==> src/rtl/uart_pkg.sv <==
// Shared types, defaults and helpers for the parametrised UART transmitter.
package uart_pkg;

  typedef enum logic [2:0] {
    IDLE   = 3'd0,
    START  = 3'd1,
    DATA   = 3'd2,
    PARITY = 3'd3,
    STOP   = 3'd4
  } tx_state_e;

  localparam int DEF_DATA_W       = 8;
  localparam int DEF_CLKS_PER_BIT = 5;
  localparam int DEF_STOP_BITS    = 1;

  // Callers zero-extend narrower words; extra zero bits do not change the XOR.
  function automatic logic parity_f(input logic [8:0] data, input logic odd);
    return (^data) ^ odd;
  endfunction

endpackage

==> src/rtl/uart_baud_gen.sv <==
// Baud tick generator: counts 0..CLKS_PER_BIT-1 while enabled, ticks at terminal count.
module uart_baud_gen #(
  parameter int CLKS_PER_BIT = 5
) (
  input  logic clk_i,
  input  logic reset_ni,
  input  logic clear_i,
  input  logic en_i,
  output logic tick_o
);

  localparam int CW = $clog2(CLKS_PER_BIT);
  localparam logic [CW-1:0] TERM = CW'(CLKS_PER_BIT - 1);

  generate
    if (CLKS_PER_BIT < 2) begin : g_bad_cpb
      $error("uart_baud_gen: CLKS_PER_BIT must be >= 2");
    end
  endgenerate

  logic [CW-1:0] cnt_q;

  always_ff @(posedge clk_i or negedge reset_ni) begin
    if (!reset_ni) begin
      cnt_q <= '0;
    end else if (clear_i) begin
      cnt_q <= '0;
    end else if (en_i) begin
      cnt_q <= (cnt_q == TERM) ? '0 : cnt_q + 1'b1;
    end
  end

  assign tick_o = en_i && (cnt_q == TERM);

endmodule

==> src/rtl/uart_tx_param.sv <==
// Parametrised framed UART serialiser: start, DATA_W data bits LSB first,
// optional parity, 1 or 2 stop bits. Valid/ready host handshake, done pulse.
module uart_tx_param
  import uart_pkg::*;
#(
  parameter int DATA_W       = DEF_DATA_W,
  parameter int CLKS_PER_BIT = DEF_CLKS_PER_BIT,
  parameter int PARITY_EN    = 0,
  parameter int PARITY_ODD   = 0,
  parameter int STOP_BITS    = DEF_STOP_BITS
) (
  input  logic              clk_i,
  input  logic              reset_ni,
  input  logic [DATA_W-1:0] tx_data_i,
  input  logic              tx_valid_i,
  output logic              tx_ready_o,
  output logic              tx_o,
  output logic              busy_o,
  output logic              done_o
);

  localparam int BW = $clog2(DATA_W);

  generate
    if (DATA_W < 5 || DATA_W > 9) begin : g_bad_data_w
      $error("uart_tx_param: DATA_W must be 5..9");
    end
    if (STOP_BITS < 1 || STOP_BITS > 2) begin : g_bad_stop
      $error("uart_tx_param: STOP_BITS must be 1 or 2");
    end
    if (PARITY_EN < 0 || PARITY_EN > 1 || PARITY_ODD < 0 || PARITY_ODD > 1) begin : g_bad_par
      $error("uart_tx_param: PARITY_EN and PARITY_ODD must be 0 or 1");
    end
  endgenerate

  // Handshake: a word transfers on the rising edge where tx_valid_i && tx_ready_o;
  // tx_ready_o is high only in IDLE, and inputs are ignored outside IDLE.
  tx_state_e         state_q, state_d;
  logic [DATA_W-1:0] shift_q, shift_d;
  logic [BW-1:0]     bit_cnt_q, bit_cnt_d;
  logic              parity_q, parity_d;
  logic              tx_q, tx_d;
  logic              done_q, done_d;
  logic              tick;
  logic              accept;

  assign tx_ready_o = (state_q == IDLE);
  assign accept     = tx_valid_i && tx_ready_o;
  assign tx_o       = tx_q;
  assign busy_o     = (state_q != IDLE);
  assign done_o     = done_q;

  uart_baud_gen #(.CLKS_PER_BIT(CLKS_PER_BIT)) u_baud (
    .clk_i    (clk_i),
    .reset_ni (reset_ni),
    .clear_i  (accept),
    .en_i     (busy_o),
    .tick_o   (tick)
  );

  always_ff @(posedge clk_i or negedge reset_ni) begin
    if (!reset_ni) begin
      state_q   <= IDLE;
      shift_q   <= '0;
      bit_cnt_q <= '0;
      parity_q  <= 1'b0;
      tx_q      <= 1'b1;
      done_q    <= 1'b0;
    end else begin
      state_q   <= state_d;
      shift_q   <= shift_d;
      bit_cnt_q <= bit_cnt_d;
      parity_q  <= parity_d;
      tx_q      <= tx_d;
      done_q    <= done_d;
    end
  end

  always_comb begin
    state_d   = state_q;
    shift_d   = shift_q;
    bit_cnt_d = bit_cnt_q;
    parity_d  = parity_q;
    tx_d      = tx_q;
    done_d    = 1'b0;
    case (state_q)
      IDLE: begin
        if (accept) begin
          state_d   = START;
          shift_d   = tx_data_i;
          parity_d  = parity_f(9'(tx_data_i), 1'(PARITY_ODD));
          bit_cnt_d = '0;
          tx_d      = 1'b0;
        end
      end
      START: begin
        if (tick) begin
          state_d = DATA;
          tx_d    = shift_q[0];
        end
      end
      DATA: begin
        if (tick) begin
          shift_d = shift_q >> 1;
          if (bit_cnt_q == BW'(DATA_W - 1)) begin
            bit_cnt_d = '0;
            if (PARITY_EN != 0) begin
              state_d = PARITY;
              tx_d    = parity_q;
            end else begin
              state_d = STOP;
              tx_d    = 1'b1;
            end
          end else begin
            bit_cnt_d = bit_cnt_q + 1'b1;
            tx_d      = shift_q[1];
          end
        end
      end
      PARITY: begin
        if (tick) begin
          state_d = STOP;
          tx_d    = 1'b1;
        end
      end
      STOP: begin
        // The bit counter is reused to count stop bits.
        if (tick) begin
          if (bit_cnt_q == BW'(STOP_BITS - 1)) begin
            state_d   = IDLE;
            bit_cnt_d = '0;
            done_d    = 1'b1;
          end else begin
            bit_cnt_d = bit_cnt_q + 1'b1;
          end
        end
      end
      default: begin
        state_d = IDLE;
        tx_d    = 1'b1;
      end
    endcase
  end

endmodule
==> config.mk <==
export PLATFORM = sky130hd
export DESIGN_NAME = uart_tx_param
export DESIGN_NICKNAME = d
export VERILOG_FILES = /design/src/rtl/uart_pkg.sv /design/src/rtl/uart_baud_gen.sv /design/src/rtl/uart_tx_param.sv
export SDC_FILE = /design/constraint.sdc
export NUM_CORES = 1
export LEC_CHECK = 0
export BUFFER_PORTS_ARGS = -buffer_cell sky130_fd_sc_hd__buf_2
export CAP_MARGIN = 20
export CORE_MARGIN = 2
export CORE_UTILIZATION = 55
export CTS_CLUSTER_DIAMETER = 80
export DETAILED_ROUTE_END_ITERATION = 8
export PLACE_DENSITY = 0.76
export SETUP_SLACK_MARGIN = 0.5
export SYNTH_ARGS = -nofsm -noshare
export SYNTH_HDL_FRONTEND = slang
export SYNTH_SLANG_ARGS = --single-unit
==> constraint.sdc <==
create_clock -name clk_i -period 3.2 [get_ports clk_i]
set_input_delay 0.32 -clock clk_i [delete_from_list [all_inputs] [get_ports clk_i]]
set_output_delay 0.32 -clock clk_i [all_outputs]
set_load 0.01 [all_outputs]
Yosys cells after proc, flatten, opt, wreduce, memory -nomap -nowiden
Index checks and enable logic that the tools add are counted.

Input bits: 11. Flip-flop bits (word level): 19. Logic and storage cells: 63. Output and inout port bits: 4.

Reductions and logical operators: 12. Equal/unequal tests: 13. $add $sub $neg: 2. Multiplexer cells: 29. Bitwise gates (word level): 1.

Operators by type and width (count): 2-to-1 mux 3 bit (15); 2-to-1 mux 8 bit (2); case mux 8 bit (2 select lines) (1); case mux 3 bit (5 select lines) (1); inequality test 2 bit (second input constant) (6); equality test 3 bit (second input constant) (3); case mux 3 bit (3 select lines) (1); 2-to-1 mux 1 bit (8); AND reduction 7 bit (1); adder 3 x 1 -> 3 bit (second input constant) (2); equality test 3 x 2 -> 1 bit (second input constant) (2); zero test 3 bit (2); nonzero test 3 bit (2); case mux 1 bit (5 select lines) (1); AND reduction 5 bit (1); AND reduction 4 bit (1); nonzero test 2 bit (2); equality test 3 x 1 -> 1 bit (second input constant) (1); AND reduction 3 bit (1); logical AND 1 bit (2); inequality test 2 x 1 -> 1 bit (second input constant) (1); inverter 1 bit (1).

Logic depth before layout (Yosys ltp)
Gate-level depths: netlist of the first run.

Depth in word-level cells: 4. Gate-level depth with buffers: 7. Depth with buffers taken out: 5.

Cells and area by module
A second synthesis of the first run with hierarchy kept.

Cells, all modules: 117. Area, all modules: 1142.3 um^2.

By module, submodules not included: uart_tx_param (cells an instance 100, sequential area each 401.6 um^2, times used 1, area an instance 968.4 um^2); uart_baud_gen (cells an instance 17, sequential area each 75.1 um^2, times used 1, area an instance 173.9 um^2).

Worst setup path after synthesis of the first run
No wires, ideal clock.

Path type: reg2reg. From: reg state_q[0]. To: reg shift_q[0]. Setup time: 0.125 ns. Path slack: 1.502 ns. Arrival time: 1.573 ns. Path buffers: 3. Clock period less this slack: 1.698 ns. Stages on the path, launching flop included: 8. Path through: dfrtp_1 > buf_6 > or3_1 > buf_6 > inv_6 > a22o_4 > buf_12 > mux2_4.

Word-level cells in the longest chain between the ends: 4. Elaborated cells on any way between the ends: 10. Those cells by class: 3 x eq/ne; 1 x mux; 6 x reduce/logical.

RTL lines: start: declaration (line uart_tx_param.sv:38) `tx_state_e state_q, state_d;`; start signal: assignment (line uart_tx_param.sv:70) `state_q <= state_d;`; nonzero test 3 bit (line uart_tx_param.sv:50) `assign busy_o = (state_q != IDLE);`; net busy_o (line uart_tx_param.sv:18) `output logic busy_o,`; logical AND 1 bit (line uart_baud_gen.sv:33) `assign tick_o = en_i && (cnt_q == TERM);`; inequality test 2 bit (no line); AND reduction 3 bit (no line); end signal: assignment (line uart_tx_param.sv:71) `shift_q <= shift_d;`; end: declaration (line uart_tx_param.sv:39) `logic [DATA_W-1:0] shift_q, shift_d;`.

The timed path passes the listed nets, and every way through them passes these cells. A chain may end at the register's enable or synchronous reset.

Worst setup path in the final report of the first run
From: reg state_q[0]. To: out tx_ready_o.

Word-level cells in the longest chain between the ends: 1.

RTL lines: zero test 3 bit (line uart_tx_param.sv:47) `assign tx_ready_o = (state_q == IDLE);`; end: declaration (line uart_tx_param.sv:16) `output logic tx_ready_o,`.

Every way passes these cells.

==> results of run 1 <==
==> routing by layer <==
layer / vias up / share of wire / global-route usage
li1: 419 / - / -
met1: 388 / 0.52 / 0.2719
met2: 18 / 0.44 / 0.2697
met3: 2 / 0.036 / 0.05357
met4: 0 / 0.0065 / 0.04054
met5: - / 0 / 0
==> cell families (layout without fill, tap and decap cells) <==
kind of cell / Yosys count / after routing / share of synthesized area
adder cells (fa/ha/maj): 5 / 5 / 0.05247
buffers and inverters: 13 / 25 / 0.07451
AO/OA/AOI/OAI: 22 / 22 / 0.1375
flip-flops: 19 / 19 / 0.3998
multiplexers: 15 / 15 / 0.1626
AND/OR/NAND/NOR: 34 / 34 / 0.1731
==> flip-flops by register name (all words and copies together), names as in the netlist <==
| register | count |
|---|---|
| done_o | 1 |
| state_q | 3 |
| bit_cnt_q | 3 |
| tx_o | 1 |
| u_baud.cnt_q | 3 |
| shift_q | 8 |
==> final timing paths <==
check | from | endpoint | slack (ps) | depth (start not counted)
max reg2reg | state_q[0] | shift_q[6] | 1300 | 4
min reg2reg | shift_q[3] | shift_q[3] | 520 | 1
min in group asynchronous | reset_ni | bit_cnt_q[0] | 470 | 2
max | state_q[0] | tx_ready_o | 1200 | 3
min | tx_data_i[7] | shift_q[7] | 300 | 3
max in group asynchronous | reset_ni | tx_o | 2410 | 2
==> cell usage in the layout, fill, tap and decap left out, types with 2 or more instances in the layout <==
cell type,count
buf_2,14
nand2b_1,4
and2_1,2
dfrtp_1,18
a21oi_1,3
o31ai_1,4
nor2b_1,3
clkbuf_4,3
nand2_1,6
and3_1,2
mux2_2,7
inv_1,5
nand4b_1,3
nor2_1,5
ha_1,5
nor4_1,2
a22oi_1,2
o21ai_0,2
nor3_1,2
mux2_4,7
==> worst max-delay path, cell delays in order (launching register included) <==
cell	delay, ps
dfrtp_1	570
or3_1	570
inv_6	110
buf_2	130
==> per-stage QoR <==
step | hold WS, ps | setup WS, ps | std cells | utilization | cell area, um^2
finish | 296.1 | 1203 | 147 | 0.6356 | 1272
global route | 278.0 | 1108 | 147 | 0.6356 | 1272
CTS | 279.9 | 1206 | 147 | 0.6356 | 1272
detailed placement | 277.0 | 1322 | 142 | 0.6169 | 1235
global placement | 280.9 | 1367 | 142 | 0.6169 | 1235
floorplan | 24.41 | 1502 | 108 | - | 1192
==> cell type report <==
type | count | area (um^2)
fillers | 163 | 729.5
multi-input cells | 76 | 626.9
flip-flops and latches | 19 | 476.7
repair buffers | 15 | 80.08
well taps | 27 | 33.78
inverters | 6 | 27.53
clock buffers | 3 | 22.52
clock inverters | 1 | 5.005
==> report_power, final <==
part | switching, uW | internal (uW) | total (uW)
Sequential | 120 | 348 | 468
Combinational | 222 | 274 | 496
Clock | 74.9 | 46.6 | 121
==> impl_results.md, run 1 <==
- Status: completed
- Row count: 16
- Most frequent cells after synthesis: dfrtp_1 (18), mux2_2 (7), mux2_4 (7)
- Avg Inst Size Synth: approximately 11 um^2
- Arrival @ worst endpoint: between 1500 and 2000 ps
- Synthesized instance count: ~110
- Crit share post-route: 0.6241
- Asr flop ratio synth: 1.000
- IO Pins: 15
- Vias: between 800 and 900
- Total die area: 2556 um^2
- DP Wirelength: ~1.4 mm
- CTS Sinks: 19
- NumNets Final: about 140
- Setup TNS: 0 ps
- Sequential area share after synthesis: 0.3998
- LEAKAGE: 0.0005694 uW
- Total core area: around 2000 um^2
- Clock skew: about 5.5 ps
- Maxcap violations: 0
- Most common cell in the netlist: dfrtp_1
- Final total power: 1086 uW
- Pin count of the biggest net entering global routing: 20
- Diode count: 0
- Vias in the first global route: just under 800
- Routed wire length: approximately 2.0 mm
- Final-report hold violation count: 0
- Synth warn: 0
- Unrepaired setup endpoints after global routing: false
- H-tree depth: 1
- First-pass GRT wire length: around 3.6 mm
- Port bufs: 14
- Die X: 50.56 um
- Maximum root-to-sink buffer count: 2
- Min Tclk post-route: 1997 ps
- Pwr dens: 853.3 nW/um^2
- Crit path max fanout: 16
- Drt pass-1 iters: 4
- Yosys cell types: roughly 40
- Critical path type: reg -> out
- Worst rel slew slack: 0.6557
- Post-CTS Setup Bufs: 0
- Critical Path RT: roughly 2900 ps
- CP Launch Type: flop
- DR iter-0 viols: 16
- Worst hold path class: in -> reg
- Initial antenna violation count: 0
- Clock tree from TritonCTS: built
- Routed len/inst: ~14 um
- Synth area leader: dfrtp_1
- Number of synthesized register bits: 19
- DRT antenna net count: 0
- Number of enable-type register cells in the synthesized netlist: 0
- Max VDD drop: around 0.00048 V
- Synth top area cells: dfrtp_1 (38%), mux2_4 (8.8%), mux2_2 (6.6%)
- Area grow syn2layout: 6.716%
- Synthesized area: approximately 1200 um^2
- Post-CTS Resized: 0
- Ys flop type: dfrtp_1
- Synth Net Count: roughly 120
- Reg clk slew, reported paths: about 110 ps
- Worst-Margin Slew: roughly 520 ps
- DRC Markers: 0
- Inserted Clock Buffers: 3
- Initial Utilization: 0.5956
- Gr usage total: 0.1852
- Via density: 5.626
- Slew Viols, Final: 0
- Peak Freq: about 500 MHz
- Synth top area share: 0.3778
- Clock latency on the worst-skew pair: 300 ps
- Final setup viols: 0
- Die height: around 51 um
- CP endpoint kind: output port
- Layout cells sized above 1: 0.3083
- Cts hold-fix bufs: 1
- Total congestion overflow: 0
- Placer congestion estimate: approximately 0.77
- Root buffer cell: clkbuf_4
Power figures use the tool's default switching activity.
==> run 2: changes to the inputs <==
- CORE_UTILIZATION: 55 -> 51
- PLACE_DENSITY: 0.76 -> 0.74
- clock period: 3.2 -> 1.7 ns (I/O delays scaled with it)
==> impl_results.md, run 2 (synthesis gave the netlist of run 1 again) <==
- DRT antenna net count: 0 (unchanged)
- R2r startpoint: state_q[2] (was state_q[0])
- Unrepaired setup endpoints after global routing: true (was false)
- Via density: 5.802 (was 5.626)
- Inserted Clock Buffers: 3 (unchanged)
- Die height: 52.36 um (was 50.56 um)
- Area grow syn2layout: 41.97% (was 6.716%)
- Final total power: 2915 uW (was 1086 uW)
- Final instance area: 1693 um^2 (was 1272 um^2)
- Clock tree from TritonCTS: built (unchanged)
- LEAKAGE: 0.0007323 uW (was 0.0005694 uW)
- Hold EP: shift_q[7] (unchanged)
- H-tree depth: 1 (unchanged)
- Total core area: 2212 um^2 (was 2002 um^2)
- Vias in the first global route: 960 (was 785)
- Worst rel slew slack: 0.6921 (was 0.6557)
- Min Tclk post-route: between 1500 and 2000 ps
- Max reg flops: 8 (unchanged)
- Hold Path Depth: 3 (unchanged)
- Critical Path RT: 1920 ps (was 2880 ps)
- Status: completed (unchanged)
- Clock power share: 0.082 (was 0.112)
- Initial Utilization: 0.5390 (was 0.5956)
- Clock skew: 6.913 ps (was 5.480 ps)
- Reg clk slew, reported paths: 120 ps (was 110 ps)
- Crit path max fanout: 6 (was 16)
- Arrival @ worst endpoint: 1820 ps (was 1680 ps)
- Critical path type: reg -> reg (was reg -> out)
- Drt pass-1 iters: 4 (unchanged)
- Area of the multi-input gates: 810.8 um^2 (was 626.9 um^2)
- Vias: 998 (was 827)
- Net Sw Frac: 0.4023 (was 0.3836)
- Layout cells sized above 1: 0.6042 (was 0.3083)
- Slew Viols, Final: 0 (unchanged)
- Most flop-heavy register: shift_q (unchanged)
- HP Start: tx_data_i[7] (unchanged)
- Total die area: 2741 um^2 (was 2556 um^2)
- NumNets Final: 161 (was 137)
- NetSw: 1173 uW (was 416.6 uW)
- Pwr dens: 1722 nW/um^2 (was 853.3 nW/um^2)
- Maximum root-to-sink buffer count: 2 (unchanged)
- Crit share post-route: 0.9400
- Routed wire length: 3.122 mm (was 1.986 mm)
- Max VDD drop: 0.001265 V (was 0.0004822 V)
- CP Launch Type: flop (unchanged)
- Die X: 52.36 um (was 50.56 um)
- Peak Freq: 625.8 MHz
- Port bufs: 14 (unchanged)
- Row count: 17 (was 16)
- Gr usage total: 0.2278 (was 0.1852)
- Pin count of the biggest net entering global routing: 20 (unchanged)
- Total congestion overflow: 0 (unchanged)
- First-pass GRT wire length: 4.409 mm (was 3.636 mm)
- Diode count: 0 (unchanged)
- Fillers: 142 (was 163)
- Cell Int Power: 1742 uW (was 669.2 uW)
- Initial antenna violation count: 0 (unchanged)
- CTS Sinks: 19 (unchanged)
- CP endpoint kind: flop (was output port)
- Placement Cell Area: 1294 um^2 (was 1235 um^2)
- Seq pwr share: 0.287 (was 0.431)
- IO Pins: 15 (unchanged)
- R2R Setup Slk: 100 ps (was 1300 ps)
- Maxcap violations: 0 (unchanged)
- DP Wirelength: 1.658 mm (was 1.446 mm)
- Final setup margin: 102.0 ps (was 1203 ps)
- DRC Markers: 0 (unchanged)
- Final-report hold violation count: 0 (unchanged)
- Crit Reg-Reg Endpoint: bit_cnt_q[1] (was shift_q[6])
- Register area: 479.2 um^2 (was 476.7 um^2)
- Fin util: 0.7653 (was 0.6356)
- Worst R2R Path Depth: 5 (was 4)
- Final setup viols: 0 (unchanged)
- DR iter-0 viols: 23 (was 16)
- Worst-Margin Slew: 457.7 ps (was 516.4 ps)
- Routed len/inst: 18.15 um (was 13.51 um)
- Setup TNS: 0 ps (unchanged)
- Worst slack at placement: 64.85 ps (was 1322 ps)
- Most common cell after layout, fill and taps aside: buf_4 (was dfrtp_1)
- Commonest non-fill, non-tap cells in the layout: buf_4 (18), dfrtp_1 (16), buf_2 (12), mux2_2 (7), mux2_4 (7) (was dfrtp_1 (18), buf_2 (14), mux2_2 (7), mux2_4 (7), nand2_1 (6))
- Comb pwr share: 0.631 (was 0.457)
- Worst hold path class: in -> reg (unchanged)
- Placer congestion estimate: 0.8148 (was 0.7666)
- Root buffer cell: clkbuf_4 (unchanged)
- Clock latency on the worst-skew pair: 300 ps (about the same)
-- run 2: worst max path at each step --
stage	start	to	cells after the start
CTS	state_q[2]	busy_o	3
global route	state_q[2]	bit_cnt_q[1]	5
finish	state_q[2]	bit_cnt_q[1]	5
detailed placement	state_q[2]	shift_q[4]	4
global placement	state_q[2]	shift_q[1]	4
floorplan	state_q[2]	shift_q[0]	7
-- run 2: critical path, cell delays in order (launching register included) --
cell     delay (ps)
dfrtp_2         460
buf_6           140
buf_8           120
or3b_4          410
and3_4          190
o32ai_2         190
-- run 2: layout make-up --
class,count,area share
Tap cell,28,0.02069
Clock buffer,3,0.01330
Timing Repair Buffer,39,0.1848
Multi-Input combinational cell,76,0.4789
Sequential cell,19,0.2831
Inverter,6,0.01626
Clock inverter,1,0.002956
-- run 2: repair_timing --
action | in CTS | in global routing
buffers inserted | 8 | 8
pin swaps | 10 | 10
hold buffers | 1 | 0
setup endpoints to repair | 21 | 21
hold endpoints to repair | 18 | 0
gates resized for setup | 25 | 19
gates cloned | 0 | 1
-- run 2: through the flow --
step	instances	hold WS, ps
after CTS	163	141.5
final	172	142.3
after floorplan	108	-125.6
after global routing	172	142.2
after global placement	150	130.1
after detailed placement	150	135.4
-- run 2: power groups by stage --
stage	logic [uW]	clock network, uW	registers (uW)
finish	1840	239	836
global route	1970	263	857
CTS	1450	242	823
detailed placement	1110	0	831
global placement	1080	0	811
floorplan	927	0	773
-- run 2: layer usage --
layer	vias up	wire, um	GRT usage
met4	0	72	0.1410
met1	491	1302	0.2586
li1	465	-	-
met5	-	0	0
met2	34	1648	0.3938
met3	8	98	0.03714
